[src/rtl/cotm32_pkg.sv]
// Shared cotm32 types and constants for the fetch front end.
package cotm32_pkg;

    localparam int XLEN = 32;
    localparam int ILEN = 32;

    typedef enum logic [1:0] {
        S_BOOT,
        S_RUN,
        S_DRAIN,
        S_HALT
    } ifu_state_t;

    typedef struct packed {
        logic [XLEN-1:0] pc;
        logic [ILEN-1:0] instr;
    } ifu_entry_t;

endpackage

[src/rtl/ifu_fifo.sv]
// Small synchronous circular FIFO with push/pop/clear and an occupancy count.
// DEPTH must be a power of two so the pointers wrap naturally.
module ifu_fifo #(
    parameter int WIDTH = 32,
    parameter int DEPTH = 2
) (
    input  logic                   clk,
    input  logic                   rst_n,
    input  logic                   push,
    input  logic                   pop,
    input  logic                   clear,
    input  logic [WIDTH-1:0]       din,
    output logic [WIDTH-1:0]       dout,
    output logic [$clog2(DEPTH):0] count
);
    localparam int AW = $clog2(DEPTH);
    localparam int CW = AW + 1;

    logic [WIDTH-1:0] mem [DEPTH];
    logic [AW-1:0]    wr_ptr;
    logic [AW-1:0]    rd_ptr;
    logic             do_push;
    logic             do_pop;

    assign do_pop  = pop && (count != '0);
    assign do_push = push && ((count != CW'(DEPTH)) || do_pop);
    assign dout    = mem[rd_ptr];

    // Storage and pointer update; clear wins over push/pop.
    always_ff @(posedge clk or negedge rst_n) begin
        if (!rst_n) begin
            wr_ptr <= '0;
            rd_ptr <= '0;
            count  <= '0;
            for (int i = 0; i < DEPTH; i++) begin
                mem[i] <= '0;
            end
        end else if (clear) begin
            wr_ptr <= '0;
            rd_ptr <= '0;
            count  <= '0;
        end else begin
            if (do_push) begin
                mem[wr_ptr] <= din;
                wr_ptr      <= wr_ptr + AW'(1);
            end
            if (do_pop) begin
                rd_ptr <= rd_ptr + AW'(1);
            end
            count <= count + CW'(do_push) - CW'(do_pop);
        end
    end

endmodule

[src/rtl/ifu.sv]
// Instruction fetch unit: owns the PC, issues word fetches, buffers responses
// toward decode and handles redirects by flushing and dropping stale responses.
// Optional feature macro: IFU_MISALIGN_TRAP_EN (misaligned redirect trap).
//
// state   | meaning
// S_BOOT  | one idle cycle after reset, no requests
// S_RUN   | issuing fetches under the credit limit
// S_DRAIN | waiting for stale in-flight responses to be dropped
// S_HALT  | misaligned redirect seen; waits for an aligned redirect
module ifu
    import cotm32_pkg::*;
#(
    parameter logic [XLEN-1:0] RESET_PC = '0,
    parameter int              DEPTH    = 2
) (
    input  logic            i_clk,
    input  logic            i_rst_n,
    input  logic            i_redirect,
    input  logic [XLEN-1:0] i_redirect_pc,
    output logic            o_imem_req_valid,
    input  logic            i_imem_req_ready,
    output logic [XLEN-1:0] o_imem_req_addr,
    input  logic            i_imem_rsp_valid,
    input  logic [ILEN-1:0] i_imem_rsp_data,
    output logic            o_id_valid,
    input  logic            i_id_ready,
    output logic [XLEN-1:0] o_id_pc,
    output logic [ILEN-1:0] o_id_instr
`ifdef IFU_MISALIGN_TRAP_EN
    ,
    output logic            o_misalign,
    output logic [XLEN-1:0] o_misalign_pc
`endif
);
    localparam int CW = $clog2(DEPTH) + 1;

    ifu_state_t      state;
    ifu_state_t      state_nxt;
    logic [XLEN-1:0] pc;
    logic [CW-1:0]   drop;
    logic [CW-1:0]   drop_nxt;
    logic [CW-1:0]   aq_count;
    logic [CW-1:0]   buf_count;
    logic [XLEN-1:0] rsp_addr;
    logic            req_fire;
    logic            buf_push;
    logic            buf_pop;
    logic            misaligned;
    ifu_entry_t      buf_in;
    ifu_entry_t      buf_out;

`ifdef IFU_MISALIGN_TRAP_EN
    assign misaligned = i_redirect && (i_redirect_pc[1:0] != 2'b00);
`else
    assign misaligned = 1'b0;
`endif

    assign req_fire        = o_imem_req_valid && i_imem_req_ready;
    assign o_imem_req_addr = pc;
    // A response arriving during a redirect, or while stale ones remain, is discarded.
    assign buf_push        = i_imem_rsp_valid && (drop == '0) && !i_redirect;
    assign buf_pop         = o_id_valid && i_id_ready;
    assign buf_in          = '{pc: rsp_addr, instr: i_imem_rsp_data};
    assign o_id_valid      = (buf_count != '0);
    assign o_id_pc         = buf_out.pc;
    assign o_id_instr      = buf_out.instr;

    // Issued addresses, so each response can be tagged with its PC.
    ifu_fifo #(.WIDTH(XLEN), .DEPTH(DEPTH)) u_addr_q (
        .clk   (i_clk),
        .rst_n (i_rst_n),
        .push  (req_fire),
        .pop   (i_imem_rsp_valid),
        .clear (1'b0),
        .din   (pc),
        .dout  (rsp_addr),
        .count (aq_count)
    );

    // Instructions waiting for decode.
    ifu_fifo #(.WIDTH($bits(ifu_entry_t)), .DEPTH(DEPTH)) u_out_buf (
        .clk   (i_clk),
        .rst_n (i_rst_n),
        .push  (buf_push),
        .pop   (buf_pop),
        .clear (i_redirect),
        .din   (buf_in),
        .dout  (buf_out),
        .count (buf_count)
    );

    // Everything in flight at a redirect is stale once this cycle's response is gone.
    always_comb begin
        drop_nxt = drop;
        if (i_redirect) begin
            drop_nxt = aq_count - CW'(i_imem_rsp_valid);
        end else if (i_imem_rsp_valid && (drop != '0)) begin
            drop_nxt = drop - CW'(1);
        end
    end

    // State register.
    always_ff @(posedge i_clk or negedge i_rst_n) begin
        if (!i_rst_n) begin
            state <= S_BOOT;
        end else begin
            state <= state_nxt;
        end
    end

    // Next-state logic; a redirect overrides the per-state transition.
    always_comb begin
        state_nxt = state;
        case (state)
            S_BOOT:  state_nxt = S_RUN;
            S_RUN,
            S_DRAIN: state_nxt = (drop_nxt != '0) ? S_DRAIN : S_RUN;
            S_HALT:  state_nxt = S_HALT;
            default: state_nxt = S_BOOT;
        endcase
        if (i_redirect) begin
            if (misaligned) begin
                state_nxt = S_HALT;
            end else begin
                state_nxt = (drop_nxt != '0) ? S_DRAIN : S_RUN;
            end
        end
    end

    // Fetch request valid under the credit limit of DEPTH.
    always_comb begin
        o_imem_req_valid = 1'b0;
        if ((state == S_RUN) && !i_redirect &&
            ((int'(aq_count) + int'(buf_count)) < DEPTH)) begin
            o_imem_req_valid = 1'b1;
        end
    end

    // PC and drop counter; the low PC bits are always forced to zero.
    always_ff @(posedge i_clk or negedge i_rst_n) begin
        if (!i_rst_n) begin
            pc   <= RESET_PC;
            drop <= '0;
        end else begin
            drop <= drop_nxt;
            if (i_redirect) begin
                pc <= i_redirect_pc & ~XLEN'(3);
            end else if (req_fire) begin
                pc <= pc + XLEN'(4);
            end
        end
    end

`ifdef IFU_MISALIGN_TRAP_EN
    // Misalignment flag, cleared by the next aligned redirect.
    always_ff @(posedge i_clk or negedge i_rst_n) begin
        if (!i_rst_n) begin
            o_misalign    <= 1'b0;
            o_misalign_pc <= '0;
        end else if (i_redirect) begin
            o_misalign <= misaligned;
            if (misaligned) begin
                o_misalign_pc <= i_redirect_pc;
            end
        end
    end
`endif

endmodule
[config.mk]
export PLATFORM = sky130hd
export DESIGN_NAME = ifu
export DESIGN_NICKNAME = d
export VERILOG_FILES = /design/src/rtl/cotm32_pkg.sv /design/src/rtl/ifu_fifo.sv /design/src/rtl/ifu.sv
export SDC_FILE = /design/constraint.sdc
export NUM_CORES = 1
export LEC_CHECK = 0
export ABC_AREA = 1
export BUFFER_PORTS_ARGS = -buffer_cell sky130_fd_sc_hd__buf_2
export CAP_MARGIN = 0
export CORE_MARGIN = 2
export CORE_UTILIZATION = 57
export DETAILED_ROUTE_END_ITERATION = 10
export HOLD_SLACK_MARGIN = 0.06
export MAX_ROUTING_LAYER = met4
export PLACE_DENSITY_LB_ADDON = 0.15
export SLEW_MARGIN = 10
export SYNTH_ARGS = -nofsm -noshare
export SYNTH_HDL_FRONTEND = slang
export SYNTH_SLANG_ARGS = --single-unit
[constraint.sdc]
create_clock -name i_clk -period 2.45 [get_ports i_clk]
set_clock_uncertainty 0.15 [all_clocks]
set_input_delay 0.3675 -clock i_clk [delete_from_list [all_inputs] [get_ports i_clk]]
set_output_delay 0.3675 -clock i_clk [all_outputs]
set_load 0.02 [all_outputs]
==> results by group, run 1 <==
Run status
  • Run status: finished, final reports clean

Critical path
  • Nature of the critical path endpoint: output port
  • Type of element launching the critical path: flop
  • Required time of the worst setup path: 1930 ps
  • Critical path fanouts, max: 3
  • Worst setup path class: flop to output port
  • CP arrival: 1900 ps

Layout
  • Commonest cells after routing, fill and taps aside: sky130_fd_sc_hd__nand2_1, sky130_fd_sc_hd__dfrtp_1, sky130_fd_sc_hd__buf_2
  • Multi-input gate area in the final layout: 4290 µm²
  • Final Net Count: 1,680
  • Commonest non-fill, non-tap cell in the layout: sky130_fd_sc_hd__nand2_1
  • Post-layout instance area: 13,400 µm²
  • Post-Route Utilization: 0.714
  • Number of non-filler instances in the completed layout: 1,848
  • Count of antenna diodes in the layout: 0
  • Footprint of the flip-flops and latches: 5660 µm²
  • Area Overhead vs Synth: 23.2%
  • Fill cell total of the finished layout: 1,492
  • Share of layout cells above drive strength 1: 0.164

Power and ir drop
  • Net switching share of the total power: 0.384
  • Relative contribution of combinational cells to total power: 0.368
  • Power density normalized to cell area: 1140 nW/µm²
  • Share of total power in sequential cells: 0.399
  • Internal power component: 9.35 mW
  • Maximum VDD drop: 0.778 mV
  • PnR Total Power: 15.2 mW
  • Leakage power: 7.06 nW
  • Switching pwr: 5.82 mW
  • Share of power burned in the clock network: 0.232

STA
  • Maximum clock frequency: 0.413 GHz
  • Setup repair after global routing missed its margin: true
  • Total count of hold-check failures in the final report: 0
  • Period utilisation layout: 0.989
  • Total count of max-transition violations in the final report: 0
  • Slew headroom: 0.592
  • Actual slew at the worst max-slew pin: 613 ps
  • Time the worst path needs with I/O delays and setup: 2420 ps
  • Final critical-path setup slack: 27.9 ps
  • Count of final setup violators: 0

Clock network
  • Clock insertion delay at the later pin of the skew report: 510 ps
  • Level count of the clock H-tree: 1
  • CTS tree: done
  • Sink Count: 226
  • Maximum number of buffers from clock root to sink: 3
  • CTS Root Buffer Type: sky130_fd_sc_hd__clkbuf_16
  • Clock transition at the registers of the reported paths: 60 ps
  • Number of buffers added by the clock tree synthesis step: 24

Floorplan
  • Die span in y: 142 µm
  • Die width: 142 µm
  • Initial core utilization: 0.580
  • Area of the die: 20,100 µm²
  • Number of rows created at floorplan: 50
  • Area of the core: 18,700 µm²
  • I/O pins: 168

Place
  • HPWL reported at the end of detailed placement: 16,800 µm
  • Routability congestion estimate: 0.950
  • Worst slack, placed: 134 ps
  • Cell area after placement: 11,900 µm²
  • Number of placed instances, taps included: 1,737
  • Number of input and output port buffers inserted: 161

Drt
  • Total wire length after detailed routing: 25,300 µm
  • Vias: 9,343
  • DRT iter0 DRCs: 577
  • Detailed-route DRC error count: 0
  • Routed wire length per instance: 13.7 µm
  • Average vias per placed instance: 5.06
  • Detailed-router iteration count before antenna repair: 7
  • Antenna viol nets, final: 0

GRT
  • Antenna violations before repair: 0
  • Pin count of the biggest net entering global routing: 77
  • Combined global-route utilization of all metal layers: 0.262
  • First-pass GRT wire length: 42,100 µm
  • Gr ovfl total: 0
  • Via count of the first global-routing pass: 8,754

Synthesis
  • Multiplexer share of the synthesized area: 0
  • Count of warnings emitted by yosys: 0
  • Post-synthesis cell count: 1,380
  • Xor/xnor share of the synthesized area: 0.0113
  • Post-synthesis sequential element count: 226
  • Post-synthesis compound-gate area fraction: 0.120
  • Fraction of the mapped netlist area in adder cells: 0.0134
  • Simple-gate area share of the yosys netlist: 0.249
  • Async S/R FF share, synth: 1.00
  • Count of unique library cells instantiated by Yosys: 39
  • Average footprint of a synthesized cell: 7.86 µm²
  • Combinational family with the most area after synthesis: simple AND/OR/NAND/NOR gates
  • Seq/Total Area, Yosys: 0.521
  • Cell Area, Synth: 10,800 µm²
  • Number of enable flip-flop cells after synthesis: 0
  • Synth Flop Type: sky130_fd_sc_hd__dfrtp_1

Run
  • Max-capacitance violation count: 0

Min path
  • Hold crit path type: primary input to flop
## area by class of cell
| class | count | area share |
|---|---|---|
| clock inverters | 2 | 0.00262 |
| well taps | 234 | 0.0219 |
| multi-input cells | 951 | 0.321 |
| repair buffers | 259 | 0.137 |
| inverters | 137 | 0.0385 |
| flip-flops and latches | 226 | 0.423 |
| clock buffers | 39 | 0.0552 |
## through the flow
step           TNS [ps]  hold WS (ps)
2_1_floorplan         0         -78.1
3_3_place_gp          0           240
3_5_place_dp          0           238
4_1_cts               0          99.9
5_1_grt           -43.9           118
6_report              0           111
## Yosys cell counts, types with 2 or more instances
| cell type | n | share of area |
|---|---|---|
| sky130_fd_sc_hd__a21oi_1 | 4 | 0.0018 |
| sky130_fd_sc_hd__buf_2 | 18 | 0.0083 |
| sky130_fd_sc_hd__buf_4 | 5 | 0.0035 |
| sky130_fd_sc_hd__buf_6 | 13 | 0.013 |
| sky130_fd_sc_hd__clkbuf_1 | 32 | 0.011 |
| sky130_fd_sc_hd__clkinv_1 | 2 | 0.00069 |
| sky130_fd_sc_hd__dfrtp_1 | 226 | 0.52 |
| sky130_fd_sc_hd__ha_1 | 10 | 0.012 |
| sky130_fd_sc_hd__inv_1 | 131 | 0.045 |
| sky130_fd_sc_hd__inv_2 | 4 | 0.0014 |
| sky130_fd_sc_hd__nand2_1 | 589 | 0.20 |
| sky130_fd_sc_hd__nand2_2 | 2 | 0.0012 |
| sky130_fd_sc_hd__nand3_1 | 38 | 0.018 |
| sky130_fd_sc_hd__nand4_1 | 3 | 0.0017 |
| sky130_fd_sc_hd__nor2_1 | 46 | 0.016 |
| sky130_fd_sc_hd__nor2_4 | 2 | 0.0021 |
| sky130_fd_sc_hd__nor3_1 | 4 | 0.0018 |
| sky130_fd_sc_hd__o211ai_1 | 2 | 0.0014 |
| sky130_fd_sc_hd__o21ai_0 | 123 | 0.057 |
| sky130_fd_sc_hd__o21ai_1 | 65 | 0.030 |
| sky130_fd_sc_hd__o21ai_2 | 20 | 0.016 |
| sky130_fd_sc_hd__o21bai_1 | 10 | 0.0069 |
| sky130_fd_sc_hd__o221ai_1 | 3 | 0.0024 |
| sky130_fd_sc_hd__xnor2_1 | 4 | 0.0032 |
| sky130_fd_sc_hd__xor2_1 | 10 | 0.0081 |
## what timing repair did
action,4_1_cts,5_1_grt
setup endpoints to repair,0,32
hold endpoints to repair,165,0
setup buffers,0,6
hold buffers,64,0
resized for setup,0,2
## state kept, by name, indices dropped and copies added, names as in the netlist
name,count
u_out_buf.wr_ptr,1
u_addr_q.wr_ptr,1
u_out_buf.rd_ptr,1
u_out_buf.count,2
u_out_buf.mem,124
u_addr_q.rd_ptr,1
u_addr_q.mem,60
o_imem_req_addr,30
u_addr_q.count,2
state,2
drop,2
## power by group through the flow
stage	sequential (mW)	clock [mW]	combinational, mW
2_1_floorplan	6.03	0	3.76
3_3_place_gp	6.07	0	5.29
3_5_place_dp	6.12	0	5.44
4_1_cts	6.07	3.59	5.55
5_1_grt	6.24	3.75	6.33
6_report	6.06	3.53	5.59
## logic make-up (layout without fill, tap and decap cells)
family / after synthesis / count (layout)
other cells: 1 / 4
xor+xnor: 14 / 14
buf+inv: 206 / 437
flops: 226 / 226
compound gates: 232 / 232
fa+ha+maj: 11 / 11
simple gates: 690 / 690
## worst max-delay path, cell delays in order, from the launching register on
cell	delay, ps
sky130_fd_sc_hd__dfrtp_1	390
sky130_fd_sc_hd__nand2_1	60
sky130_fd_sc_hd__inv_1	40
sky130_fd_sc_hd__fa_1	440
sky130_fd_sc_hd__nor2_2	160
sky130_fd_sc_hd__nand3_1	100
sky130_fd_sc_hd__inv_1	90
sky130_fd_sc_hd__buf_6	120
## final timing paths
check	start	endpoint	slack, ps	cells after the start
max	u_addr_q.count[0]	o_imem_req_valid	30	7
min	i_redirect	o_imem_req_addr[7]	110	3
max reg2reg	u_addr_q.count[0]	o_imem_req_addr[14]	220	10
min reg2reg	u_out_buf.mem[34]	u_out_buf.mem[34]	320	2
max in group asynchronous	i_rst_n	u_out_buf.mem[60]	1180	3
min in group asynchronous	i_rst_n	u_out_buf.mem[72]	260	2
## routing by layer
| metal | vias up | global-route usage | share of wire |
|---|---|---|---|
| met5 | - | - | 0 |
| met4 | 0 | 0.0711 | 0.025 |
| met3 | 49 | 0.0266 | 0.056 |
| met2 | 293 | 0.416 | 0.46 |
| met1 | 4277 | 0.367 | 0.46 |
| li1 | 4724 | - | - |
No activity file was read; power rests on OpenSTA's default activity.
==> inputs of run 2 (changes only) <==
Settings changed: ABC_AREA 1 to not set, TNS_END_PERCENT set to 50.
==> results by group, run 2 <==
Power and ir drop
  • PnR Total Power: 15.4 mW (was 15.2 mW)
  • Maximum VDD drop: 0.825 mV (was 0.778 mV)
  • Power density normalized to cell area: 1110 nW/µm² (was 1140 nW/µm²)
  • Leakage power: 6.64 nW (was 7.06 nW)

Run status
  • Violations in the final reports: setup timing
  • Run status: complete, but fails checks (was finished, final reports clean)

Synthesis
  • Yosys top cell by area: sky130_fd_sc_hd__dfrtp_1 (unchanged)
  • Number of enable flip-flop cells after synthesis: 0 (unchanged)
  • Leading cell types by count after synthesis: sky130_fd_sc_hd__dfrtp_1, sky130_fd_sc_hd__mux2_2, sky130_fd_sc_hd__nand2_1, sky130_fd_sc_hd__nor2_1, sky130_fd_sc_hd__o21ai_0 (was sky130_fd_sc_hd__nand2_1, sky130_fd_sc_hd__dfrtp_1, sky130_fd_sc_hd__inv_1, sky130_fd_sc_hd__o21ai_0, sky130_fd_sc_hd__o21ai_1)
  • Average footprint of a synthesized cell: 12.1 µm² (was 7.86 µm²)
  • Synth Flop Type: sky130_fd_sc_hd__dfrtp_1 (unchanged)
  • Synth area leaders: sky130_fd_sc_hd__dfrtp_1, sky130_fd_sc_hd__mux2_2, sky130_fd_sc_hd__mux2i_1 (was sky130_fd_sc_hd__dfrtp_1, sky130_fd_sc_hd__nand2_1, sky130_fd_sc_hd__o21ai_0)
  • Count of warnings emitted by yosys: 0 (unchanged)
  • Count of unique library cells instantiated by Yosys: 60 (was 39)
  • Seq/Total Area, Yosys: 0.546 (was 0.521)
  • Async S/R FF share, synth: 1.00 (unchanged)
  • Post-synthesis sequential element count: 226 (unchanged)
  • Cell Area, Synth: 10,400 µm² (was 10,800 µm²)
  • Post-synthesis cell count: 858 (was 1,380)
  • Area share of the largest cell type after synthesis: 0.546 (was 0.521)
  • Library cell with the highest instance count after synthesis: sky130_fd_sc_hd__dfrtp_1 (was sky130_fd_sc_hd__nand2_1)

Critical path
  • Required time of the worst setup path: 1930 ps (about the same)
  • Source of the worst register-to-register timing path: u_addr_q.count[0] (unchanged)
  • Critical path fanouts, max: 3 (unchanged)
  • Type of element launching the critical path: flop (unchanged)
  • Worst setup path startpoint: u_addr_q.count[0] (unchanged)
  • CP arrival: 2240 ps (was 1900 ps)
  • Worst setup path class: flop to output port (unchanged)
  • Nature of the critical path endpoint: output port (unchanged)

GRT
  • Gr ovfl total: 0 (unchanged)
  • Pin count of the biggest net entering global routing: 63 (was 77)
  • First-pass GRT wire length: 42,800 µm (was 42,100 µm)
  • Via count of the first global-routing pass: 8,110 (was 8,754)
  • Antenna violations before repair: 0 (unchanged)
  • Combined global-route utilization of all metal layers: 0.279 (was 0.262)

STA
  • Count of final setup violators: 86 (was 0)
  • Actual slew at the worst max-slew pin: 659 ps (was 613 ps)
  • Total count of max-transition violations in the final report: 0 (unchanged)
  • Slew headroom: 0.559 (was 0.592)
  • Setup repair after global routing missed its margin: true (unchanged)
  • Maximum clock frequency: 0.362 GHz (was 0.413 GHz)
  • Worst hold margin: 130 ps (was 111 ps)
  • Time the worst path needs with I/O delays and setup: 2760 ps (was 2420 ps)
  • Total count of hold-check failures in the final report: 0 (unchanged)
  • Final critical-path setup slack: -309 ps (was 27.9 ps)
  • Period utilisation layout: 1.13 (was 0.989)
  • Sum of negative setup slack: -13,820 ps (was 0 ps)

Place
  • HPWL reported at the end of detailed placement: 15,800 µm (was 16,800 µm)
  • Number of input and output port buffers inserted: 161 (unchanged)
  • Routability congestion estimate: 0.915 (was 0.950)
  • Number of placed instances, taps included: 1,250 (was 1,737)

Floorplan
  • Initial core utilization: 0.578 (was 0.580)
  • Die span in y: 139 µm (was 142 µm)
  • Area of the die: 19,300 µm² (was 20,100 µm²)
  • I/O pins: 168 (unchanged)
  • Die width: 139 µm (was 142 µm)
  • Number of rows created at floorplan: 49 (was 50)
  • Area of the core: 17,900 µm² (was 18,700 µm²)

Drt
  • Detailed-route DRC error count: 0 (unchanged)
  • Total wire length after detailed routing: 27,100 µm (was 25,300 µm)
  • DRT iter0 DRCs: 482 (was 577)
  • Antenna viol nets, final: 0 (unchanged)
  • Vias: 7,964 (was 9,343)
  • Average vias per placed instance: 5.78 (was 5.06)
  • Detailed-router iteration count before antenna repair: 5 (was 7)
  • Routed wire length per instance: 19.7 µm (was 13.7 µm)

Clock network
  • CTS tree: done (unchanged)
  • Level count of the clock H-tree: 1 (unchanged)
  • Number of buffers added by the clock tree synthesis step: 24 (unchanged)
  • Maximum number of buffers from clock root to sink: 3 (unchanged)
  • Sink Count: 226 (unchanged)
  • CTS Root Buffer Type: sky130_fd_sc_hd__clkbuf_16 (unchanged)
  • Clock transition at the registers of the reported paths: 60 ps (about the same)
  • Clock insertion delay at the later pin of the skew report: 520 ps (was 510 ps)

Layout
  • Commonest cells after routing, fill and taps aside: sky130_fd_sc_hd__dfrtp_1, sky130_fd_sc_hd__buf_2, sky130_fd_sc_hd__mux2_2 (was sky130_fd_sc_hd__nand2_1, sky130_fd_sc_hd__dfrtp_1, sky130_fd_sc_hd__buf_2)
  • Final Net Count: 1,212 (was 1,680)
  • Share of layout cells above drive strength 1: 0.443 (was 0.164)
  • Register containing the most flip-flops in the final layout: u_out_buf.mem (unchanged)
  • Flip-flop count of the largest register after layout: 124 (unchanged)
  • Count of antenna diodes in the layout: 0 (unchanged)
  • Area Overhead vs Synth: 34.2% (was 23.2%)
  • Number of non-filler instances in the completed layout: 1,377 (was 1,848)
  • Commonest non-fill, non-tap cell in the layout: sky130_fd_sc_hd__dfrtp_1 (was sky130_fd_sc_hd__nand2_1)

Run
  • Max-capacitance violation count: 0 (unchanged)

Min path
  • Beginning of the worst hold path: i_redirect_pc[19] (was i_redirect)
  • Hold crit path type: primary input to flop (unchanged)
## run 2: worst max-delay path, stage by stage (launching register included)
cell and delay, ps:
sky130_fd_sc_hd__dfrtp_1 350, sky130_fd_sc_hd__inv_2 60, sky130_fd_sc_hd__nor2_4 110, sky130_fd_sc_hd__fa_2 480, sky130_fd_sc_hd__nor4b_4 330, sky130_fd_sc_hd__buf_4 190
sky130_fd_sc_hd__buf_6 100, sky130_fd_sc_hd__buf_6 110
## run 2: layout make-up
type / count / area, µm²
clock buffers: 36 / 697
repair buffers: 302 / 2340
multi-input cells: 562 / 4770
inverters: 15 / 61.3
well taps: 229 / 287
clock inverters: 7 / 85.1
flip-flops and latches: 226 / 5660
fillers: 1117 / 4000
## run 2: logic make-up (layout without fill, tap and decap cells)
group	count (synthesis)	after routing	share of synthesized area
XOR/XNOR	11	11	0.00930
other	1	4	0.000362
buffers and inverters	73	360	0.0321
flip-flops	226	226	0.546
AO/OA/AOI/OAI	123	123	0.0732
multiplexers	220	220	0.235
AND/OR/NAND/NOR	193	193	0.0895
adder cells (fa/ha/maj)	11	11	0.0140
## run 2: final timing paths
path	end	slack [ps]	cells past startpoint
max reg2reg	u_addr_q.mem[39]	-270	11
max	o_imem_req_valid	-310	7
min in group asynchronous	u_out_buf.mem[2]	240	2
min reg2reg	u_out_buf.mem[34]	330	2
min	o_imem_req_addr[19]	130	4
max in group asynchronous	u_addr_q.mem[36]	1250	3
## run 2: through the flow
| stage | util | setup WS (ps) | instance area [µm²] |
|---|---|---|---|
| 4_1_cts | 0.762 | -323 | 13600 |
| 5_1_grt | 0.776 | -373 | 13900 |
| 2_1_floorplan | - | -330 | 10400 |
| 3_5_place_dp | 0.658 | -270 | 11800 |
| 3_3_place_gp | 0.658 | -196 | 11800 |
| 6_report | 0.776 | -309 | 13900 |
## run 2: timing repair
action / CTS / global route
pin swaps: 21 / 14
buffers inserted: 12 / 8
setup endpoints to repair: 82 / 111
gates resized for setup: 63 / 55
endpoints found under the hold margin: 170 / 0
cloned: 4 / 3
hold buffers: 62 / 0
## run 2: report_power, final
part	total, mW	switching (mW)	internal (mW)	leakage, nW
Clock	3.61	1.44	2.17	0.387
Sequential	5.71	0.773	4.94	2.91
Combinational	6.11	3.18	2.93	3.35
## run 2: routing by layer
layer / vias to the layer above / track usage / part of all wire
met5: - / - / 0
met4: 0 / 0.0755 / 0.026
met3: 62 / 0.0352 / 0.055
met2: 318 / 0.448 / 0.49
met1: 3966 / 0.381 / 0.43
li1: 3618 / - / -
